### src/rtl/sram_rd_sequencer.sv
// sram_rd_sequencer
// Reads a burst of consecutive words from a single-port synchronous SRAM
// and streams them out over a valid/ready interface. The SRAM return path
// is captured into a 2-entry skid FIFO. A credit check keeps the reads in
// flight plus the buffered words within the FIFO depth.
//
// Optional feature: define SRAM_RD_SEQ_STALL_CNT_EN to add the 16-bit
// stall_cnt output. It counts cycles with out_valid=1 and out_ready=0.
module sram_rd_sequencer #(
  parameter int bw = 32,
  parameter int aw = 7,
  parameter int lw = 8
) (
  input  logic          clk,
  input  logic          reset,
  input  logic          start,
  input  logic [aw-1:0] base_addr,
  input  logic [lw-1:0] len,
  output logic          busy,
  output logic          done,
  output logic          sram_cen,
  output logic          sram_wen,
  output logic [aw-1:0] sram_a,
  input  logic [bw-1:0] sram_q,
  output logic [bw-1:0] out_data,
  output logic          out_valid,
  input  logic          out_ready
`ifdef SRAM_RD_SEQ_STALL_CNT_EN
  ,
  output logic [15:0]   stall_cnt
`endif
);

  // Longest burst supported; larger requests are clipped to this.
  localparam logic [lw-1:0] max_len = lw'(128);

  typedef enum logic [1:0] {
    ST_IDLE  = 2'd0,
    ST_READ  = 2'd1,
    ST_DRAIN = 2'd2,
    ST_DONE  = 2'd3
  } state_t;

  state_t          state_r;
  state_t          state_nxt_s;

  logic [aw-1:0]   addr_r;        // next SRAM address to read
  logic [lw-1:0]   issue_left_r;  // reads still to be issued
  logic [lw-1:0]   out_left_r;    // words still to be handed downstream
  logic            setup_r;       // first READ cycle: address just latched
  logic            q_vld_r;       // sram_q carries a requested word this cycle

  logic [bw-1:0]   fifo0_r;
  logic [bw-1:0]   fifo1_r;
  logic            wr_ptr_r;
  logic            rd_ptr_r;
  logic [1:0]      fifo_cnt_r;

  logic [lw-1:0]   len_eff_s;
  logic            start_acc_s;
  logic            pop_s;
  logic [2:0]      occ_s;
  logic            issue_s;

  // Clip the requested length to the supported maximum.
  always_comb begin
    len_eff_s = len;
    if (len > max_len) begin
      len_eff_s = max_len;
    end else begin
      len_eff_s = len;
    end
  end

  assign start_acc_s = (state_r == ST_IDLE) && start;
  assign out_valid   = (fifo_cnt_r != 2'd0);
  assign pop_s       = out_valid && out_ready;

  // Read issue: buffered words plus the word on the SRAM return path must
  // leave a free FIFO slot; a word leaving this cycle frees its slot. The
  // first READ cycle is spent settling the freshly latched address, which
  // puts the first word on the output three cycles after the start edge.
  always_comb begin
    occ_s   = {1'b0, fifo_cnt_r} + {2'b00, q_vld_r} - {2'b00, pop_s};
    issue_s = 1'b0;
    if ((state_r == ST_READ) && !setup_r && (issue_left_r != {lw{1'b0}})
        && (occ_s < 3'd2)) begin
      issue_s = 1'b1;
    end else begin
      issue_s = 1'b0;
    end
  end

  // Next-state logic for the burst controller.
  always_comb begin
    state_nxt_s = state_r;
    case (state_r)
      ST_IDLE: begin
        if (start) begin
          if (len_eff_s == {lw{1'b0}}) begin
            state_nxt_s = ST_DONE;
          end else begin
            state_nxt_s = ST_READ;
          end
        end else begin
          state_nxt_s = ST_IDLE;
        end
      end
      ST_READ: begin
        if (issue_s && (issue_left_r == lw'(1))) begin
          state_nxt_s = ST_DRAIN;
        end else begin
          state_nxt_s = ST_READ;
        end
      end
      ST_DRAIN: begin
        if (pop_s && (out_left_r == lw'(1))) begin
          state_nxt_s = ST_DONE;
        end else begin
          state_nxt_s = ST_DRAIN;
        end
      end
      ST_DONE: begin
        state_nxt_s = ST_IDLE;
      end
      default: begin
        state_nxt_s = ST_IDLE;
      end
    endcase
  end

  // State register.
  always_ff @(posedge clk or posedge reset) begin
    if (reset) begin
      state_r <= ST_IDLE;
    end else begin
      state_r <= state_nxt_s;
    end
  end

  // Burst bookkeeping: address pointer and remaining issue/transfer counts.
  always_ff @(posedge clk or posedge reset) begin
    if (reset) begin
      addr_r       <= {aw{1'b0}};
      issue_left_r <= {lw{1'b0}};
      out_left_r   <= {lw{1'b0}};
      setup_r      <= 1'b0;
    end else if (start_acc_s) begin
      addr_r       <= base_addr;
      issue_left_r <= len_eff_s;
      out_left_r   <= len_eff_s;
      setup_r      <= 1'b1;
    end else begin
      setup_r <= 1'b0;
      if (issue_s) begin
        addr_r       <= addr_r + aw'(1);
        issue_left_r <= issue_left_r - lw'(1);
      end
      if (pop_s) begin
        out_left_r <= out_left_r - lw'(1);
      end
    end
  end

  // Track which cycles carry a requested word on sram_q.
  always_ff @(posedge clk or posedge reset) begin
    if (reset) begin
      q_vld_r <= 1'b0;
    end else begin
      q_vld_r <= issue_s;
    end
  end

  // Two-entry skid FIFO holding returned words until accepted downstream.
  always_ff @(posedge clk or posedge reset) begin
    if (reset) begin
      fifo0_r    <= {bw{1'b0}};
      fifo1_r    <= {bw{1'b0}};
      wr_ptr_r   <= 1'b0;
      rd_ptr_r   <= 1'b0;
      fifo_cnt_r <= 2'd0;
    end else begin
      if (q_vld_r) begin
        if (wr_ptr_r) begin
          fifo1_r <= sram_q;
        end else begin
          fifo0_r <= sram_q;
        end
        wr_ptr_r <= ~wr_ptr_r;
      end
      if (pop_s) begin
        rd_ptr_r <= ~rd_ptr_r;
      end
      fifo_cnt_r <= fifo_cnt_r + {1'b0, q_vld_r} - {1'b0, pop_s};
    end
  end

  assign out_data = rd_ptr_r ? fifo1_r : fifo0_r;
  assign busy     = (state_r != ST_IDLE);
  assign done     = (state_r == ST_DONE);
  assign sram_cen = ~issue_s;
  assign sram_wen = 1'b1;
  assign sram_a   = addr_r;

`ifdef SRAM_RD_SEQ_STALL_CNT_EN
  logic [15:0] stall_cnt_r;

  // Saturating count of back-pressured cycles for the current burst.
  always_ff @(posedge clk or posedge reset) begin
    if (reset) begin
      stall_cnt_r <= 16'd0;
    end else if (start_acc_s) begin
      stall_cnt_r <= 16'd0;
    end else if (out_valid && !out_ready && (stall_cnt_r != 16'hFFFF)) begin
      stall_cnt_r <= stall_cnt_r + 16'd1;
    end else begin
      stall_cnt_r <= stall_cnt_r;
    end
  end

  assign stall_cnt = stall_cnt_r;
`endif

endmodule
### config.mk
export PLATFORM = sky130hd
export DESIGN_NAME = sram_rd_sequencer
export DESIGN_NICKNAME = d
export VERILOG_FILES = /design/src/rtl/sram_rd_sequencer.sv
export SDC_FILE = /design/constraint.sdc
export NUM_CORES = 1
export LEC_CHECK = 0
export BUFFER_PORTS_ARGS = -buffer_cell sky130_fd_sc_hd__buf_2
export CAP_MARGIN = 0
export CORE_MARGIN = 3
export CORE_UTILIZATION = 43
export CTS_CLUSTER_DIAMETER = 150
export DETAILED_ROUTE_END_ITERATION = 8
export MAX_ROUTING_LAYER = met4
export PLACE_DENSITY = 0.77
export SETUP_SLACK_MARGIN = 0.1
export SLEW_MARGIN = 20
export SYNTH_ARGS = -nofsm -noshare
export SYNTH_HDL_FRONTEND = slang
export SYNTH_SLANG_ARGS = --single-unit
### constraint.sdc
create_clock -name clk -period 2.8 [get_ports clk]
set_input_delay 0.14 -clock clk [delete_from_list [all_inputs] [get_ports clk]]
set_output_delay 0.14 -clock clk [all_outputs]
set_load 0.1 [all_outputs]
# After elaboration in Yosys (flattened, before gate mapping)
# Cells that the tools add are included.
totals:
  mem_bits_ro: 0
  in_bits: 51
  reg_bits: 95
  ram_bits: 0
  word_cells: 60
  mem_count: 0
  latch_bits: 0
classes:
  magnitude_cmp: 2
  mul: 0
  bitwise_logic: 3
  div: 0
  shifts: 0
  addsub: 7
  n_eq_ne: 5
  muxes: 15
  n_reduce_logical: 17
ops:
  columns: ["cell", "count"]
  rows:
  - ["2-to-1 mux 8 bit", 5]
  - ["2-to-1 mux 32 bit", 1]
  - ["== test 8 x 1 -> 1 bit (second input constant)", 2]
  - ["subtractor 8 x 1 -> 8 bit (second input constant)", 2]
  - ["2-to-1 mux 7 bit", 2]
  - ["greater-than comparator 8 bit (second input constant)", 1]
  - ["zero test 8 bit", 1]
  - ["case mux 2 bit (4 select lines)", 1]
  - ["nonzero test 2 bit", 4]
  - ["nonzero test 8 bit", 1]
  - ["adder 7 x 1 -> 7 bit (second input constant)", 1]
  - ["logical AND 1 bit", 7]
  - ["2-to-1 mux 2 bit", 3]
  - ["== test 2 bit (second input constant)", 2]
  - ["AND reduction 2 bit", 2]
  - ["adder 2 x 1 -> 3 bit", 1]
  - ["less-than comparator 3 x 2 -> 1 bit (second input constant)", 1]
  - ["2-to-1 mux 1 bit", 3]
  - ["inverter 1 bit", 3]
  - ["subtractor 3 x 1 -> 3 bit", 1]
  - ["adder 2 x 1 -> 2 bit", 1]
  - ["== test 2 x 1 -> 1 bit (second input constant)", 1]
  - ["zero test 2 bit", 1]
  - ["subtractor 2 x 1 -> 2 bit", 1]
  - ["zero test 1 bit", 1]

# Longest topological paths before layout
logic_depth:
  word_depth: 9
  depth_mapped: 10

# Worst setup path before layout
# No wires, ideal clock.
synth_path:
  kind: "flip-flop to flip-flop"
  start: "register fifo_cnt_r[1]"
  end: "register addr_r[6] (netlist: sram_a[6])"
  slack_ps: -68
  arrival_ps: 2742
  setup_time_ps: 127
  stages_incl_launch_ff: 10
  required_time_ps: 2673
  cell_sequence: "dfrtp_1 > o21ai_1 > mux2i_1 > ha_1 > inv_1 > fa_1 > and4bb_4 > and2_1 > nand2_2 > a311o_1"
synth_via:
  elab_chain_len: 7
  elab_cells_between_ends: 8
  cone_classes: "add/sub: 2; order compare: 1; mux: 1; reduce/logical: 4"
synth_lines:
  columns: ["element", "line", "source"]
  rows:
  - ["start, declared", "57", "logic [1:0] fifo_cnt_r;"]
  - ["start signal, assigned", "194", "fifo_cnt_r <= fifo_cnt_r + {1'b0, q_vld_r} - {1'b0, pop_s};"]
  - ["parallel branches: the longest is 2 deep, another holds adder 2 x 1 -> 3 bit", null, null]
  - ["subtractor 3 x 1 -> 3 bit *", "84", "occ_s = {1'b0, fifo_cnt_r} + {2'b00, q_vld_r} - {2'b00, pop_s};"]
  - ["less-than comparator 3 x 2 -> 1 bit *", "87", "&& (occ_s < 3'd2)) begin"]
  - ["logical AND 1 bit *", "87", null]
  - ["2-to-1 mux 1 bit *", "86", "if ((state_r == ST_READ) && !setup_r && (issue_left_r != {lw{1'b0}})"]
  - ["nonzero test 2 bit (no line) *", null, null]
  - ["end signal, assigned", "144", "addr_r <= {aw{1'b0}};"]
  - ["end signal, assigned", "149", "addr_r <= base_addr;"]
  - ["end signal, assigned", "156", "addr_r <= addr_r + aw'(1);"]
  - ["end, declared", "47", "logic [aw-1:0] addr_r;"]
# Mark *: on every way between the ends.
# A chain may end at the register's enable or synchronous reset.

# Worst setup path in the final report
layout_path:
  start: "register fifo_cnt_r[0]"
  end: "output port sram_cen"
layout_via:
  elab_chain_len: 7
  elab_cells_between_ends: 8
  cone_classes: "add/sub: 2; order compare: 1; mux: 1; bitwise: 1; reduce/logical: 3"
layout_lines:
  columns: ["element", "line", "source"]
  rows:
  - ["parallel branches: the longest is 2 deep, another holds adder 2 x 1 -> 3 bit", null, null]
  - ["subtractor 3 x 1 -> 3 bit *", "84", null]
  - ["less-than comparator 3 x 2 -> 1 bit *", "87", null]
  - ["logical AND 1 bit *", "87", null]
  - ["2-to-1 mux 1 bit *", "86", null]
  - ["inverter 1 bit *", "201", "assign sram_cen = ~issue_s;"]
  - ["end, declared", "21", "output logic sram_cen,"]
# Marked as above.

==> run summary <==
Status: complete, no violations
Post-synthesis cell area: 4550 µm²
Wirelength, routed: 9640 µm
TritonCTS clock tree: built
Core outline area: 10000 µm²
Setup crit start kind: flop
Initial Util: 45.3%
Layout Area Growth over Synthesis: 21.1%
Setup TNS: 0 ns
Prevailing post-synth register cell: dfrtp_1
Seq/Total Area, Yosys: 52.2%
Top delay family on crit path: adder cells
Synth Net Count: 419
Max-cap violation count: 0
Async S/R FF share, synth: 100%
Gp weighted congestion: 0.813
Via density: 5.38
Initial antenna violation count: 0
Setup CP Type: reg2out
Most common cell in the synthesized netlist: mux2_2
Fmax: 0.382 GHz
1st-pass router iterations: 4
Clock Latency Late Sink: 0.36 ns
Worst path max stage delay: 0.58 ns
Simple-gate share of the synthesized area: 8.57%
DIE AREA: 11900 µm²
Die height: 109 µm
Hpwl dp: 6730 µm
Final Skew: 0.0160 ns
Dominant cell type by area after synthesis: dfrtp_1
Worst path slowest cell: fa_1
Hold/Removal Path Class: in2reg
Yosys reg bits: 95
Routed len/inst: 16.0 µm
Fillers: 849
Hold_ws: 0.0193 ns
CP Max Fanout: 4
DR vias: 3249
Syn_area_per_cell: 12.6 µm²
Share of the synthesized area in the top cell type: 52.2%
Post-place setup slack: 0.219 ns
Required @ worst endpoint: 2.66 ns
Final nets: 524
Die W: 109 µm
YS warnings: 0
Synthesized instance count: 361
Post-synth EDFFs: 0
Layout cell share with drive strength beyond 1: 50.5%
I/O pins: 95
Number of global-route vias before repair: 3242
Minimum clock period: 2.62 ns
Rows: 36
Final-report setup violation count: 0
Largest family of logic cells by synthesized area: multiplexers
Total gr overflow: 0
GRT Total Usage: 17.1%
Worst-Margin Slew: 0.924 ns
Initial drt markers: 156
Number of CTS-inserted buffers: 9
CTS Sinks: 95
Ant. Diodes: 0
Final worst setup slack: 0.179 ns
CP bufs+invs: 2
RSZ-0062 raised after global routing: true
H-tree depth: 3
Post-synthesis adder-cell area fraction: 2.09%
Post-route DRC: 0
Multiplexer area fraction after synthesis: 24.2%
Unique masters post-synth: 48
Kind of end point of the critical path: primary output
First-pass GRT wire length: 15500 µm
Max clock buf depth: 2
Synth top cells by count: mux2_2, dfrtp_1, nor2_1
Worst slew margin: 38.4%
Area contributors post-synth: dfrtp_1, mux2_2, ha_1
Xor/xnor cell area share of the yosys netlist: 2.09%
Final Hold Viols: 0
ANT nets after route: 0
Clock-pin slew on the worst setup and hold paths: 0.10 ns
Synth Area in Compound Gates: 7.77%
Final slew viol count: 0
WP data arrival: 2.48 ns
I/O Buffers: 93
Final worst path period share: 93.6%
Root buffer cell: clkbuf_8
Maximum number of pins on one net before global-route repair: 53
Crit path cell chain: o21ai_2, mux2i_1, ha_1, inv_1, fa_1, and4bb_4, and2_4, nand2_4, buf_12
[final cells by class]
| cell class | instances | area (µm²) | area share, % |
|---|---|---|---|
| Timing Repair Buffer | 112 | 666 | 12.1 |
| Inverter | 13 | 50.0 | 0.907 |
| Tap cell | 133 | 166 | 3.02 |
| Multi-Input combinational cell | 235 | 2060 | 37.3 |
| Sequential cell | 95 | 2380 | 43.1 |
| Clock buffer | 10 | 138 | 2.50 |
| Clock inverter | 6 | 57.6 | 1.04 |
[path summary, 6_finish.rpt]
kind,slack [ns],startpoint,cells past startpoint,endpoint
worst max-delay path,0.18,fifo_cnt_r[0],9,sram_cen
worst min-delay path,0.02,sram_q[17],2,fifo1_r[17]
worst max register to register,0.21,fifo_cnt_r[0],10,sram_a[6]
worst min register to register,0.51,fifo0_r[21],1,fifo0_r[21]
max in group asynchronous,1.59,reset,4,fifo0_r[29]
min in group asynchronous,0.48,reset,3,fifo1_r[23]
[state kept, by name, indices dropped and copies added, names as in the netlist]
signal        flops
wr_ptr_r          1
sram_a            7
out_left_r        8
rd_ptr_r          1
setup_r           1
state_r           2
fifo_cnt_r        2
issue_left_r      8
q_vld_r           1
fifo1_r          32
fifo0_r          32
[layout by cell type, fill, tap and decap left out, drive strengths merged, types with 2 or more instances in the layout]
cell and n:
dfrtp 95, clkbuf 10, a31oi 6, nand2 11, o31ai 3, buf 105
o21ai 8, a31o 2, ha 6, nand4b 3, mux2i 2, inv 17
a311o 2, nor2 14, clkinv 2, a21oi 12, nand4 3, and2 3
or2 5, or4 3, xnor2 4, and4bb 2, dlygate4sd3 7, nor3 7
and3 2, nor4 6, o22ai 2, o211ai 6, xor2 6, a211oi 5
nand3 6, mux2 96
[worst reg2reg max path, stage by stage (launching register included)]
cell and delay (ns):
dfrtp_2 0.42, o21ai_2 0.08, mux2i_1 0.14, ha_1 0.16, inv_1 0.06, fa_1 0.58
and4bb_4 0.28, and2_4 0.18, nand2_4 0.06, buf_4 0.18, a311o_1 0.35
[stage by stage]
stage	instance area (µm²)	std cells	utilization [%]
floorplan	4560	361	-
global placement	5200	576	51.8
detailed placement	5200	576	51.8
CTS	5470	599	54.4
global route	5520	604	54.9
finish	5520	604	54.9
[what timing repair did]
action	CTS	global route
hold buffers	6	1
hold endpoints to repair	56	1
endpoints found under the setup margin	1	3
gates resized for setup	2	3
setup buffers	1	4
pin swaps	0	2
[kinds of logic (layout without fill, tap and decap cells)]
| family | Yosys count | in the layout |
|---|---|---|
| DFF | 95 | 95 |
| other | 1 | 1 |
| buffers and inverters | 31 | 141 |
| adders and majority gates | 7 | 7 |
| AOI/OAI and AO/OA | 52 | 52 |
| xor gates and xnor gates | 10 | 10 |
| and+or+nand+nor | 67 | 67 |
| muxes | 98 | 98 |
[routing by layer]
| layer | wire length [µm] | track usage, % | up-vias |
|---|---|---|---|
| li1 | - | - | 1531 |
| met1 | 4370 | 22.4 | 1608 |
| met2 | 4510 | 26.8 | 100 |
| met3 | 660 | 3.97 | 10 |
| met4 | 106 | 4.42 | 0 |
| met5 | 0 | - | - |
Power is left out: the tool's default activity adds up to more than one toggle a clock period on the data nets, which glitch-free logic cannot reach.
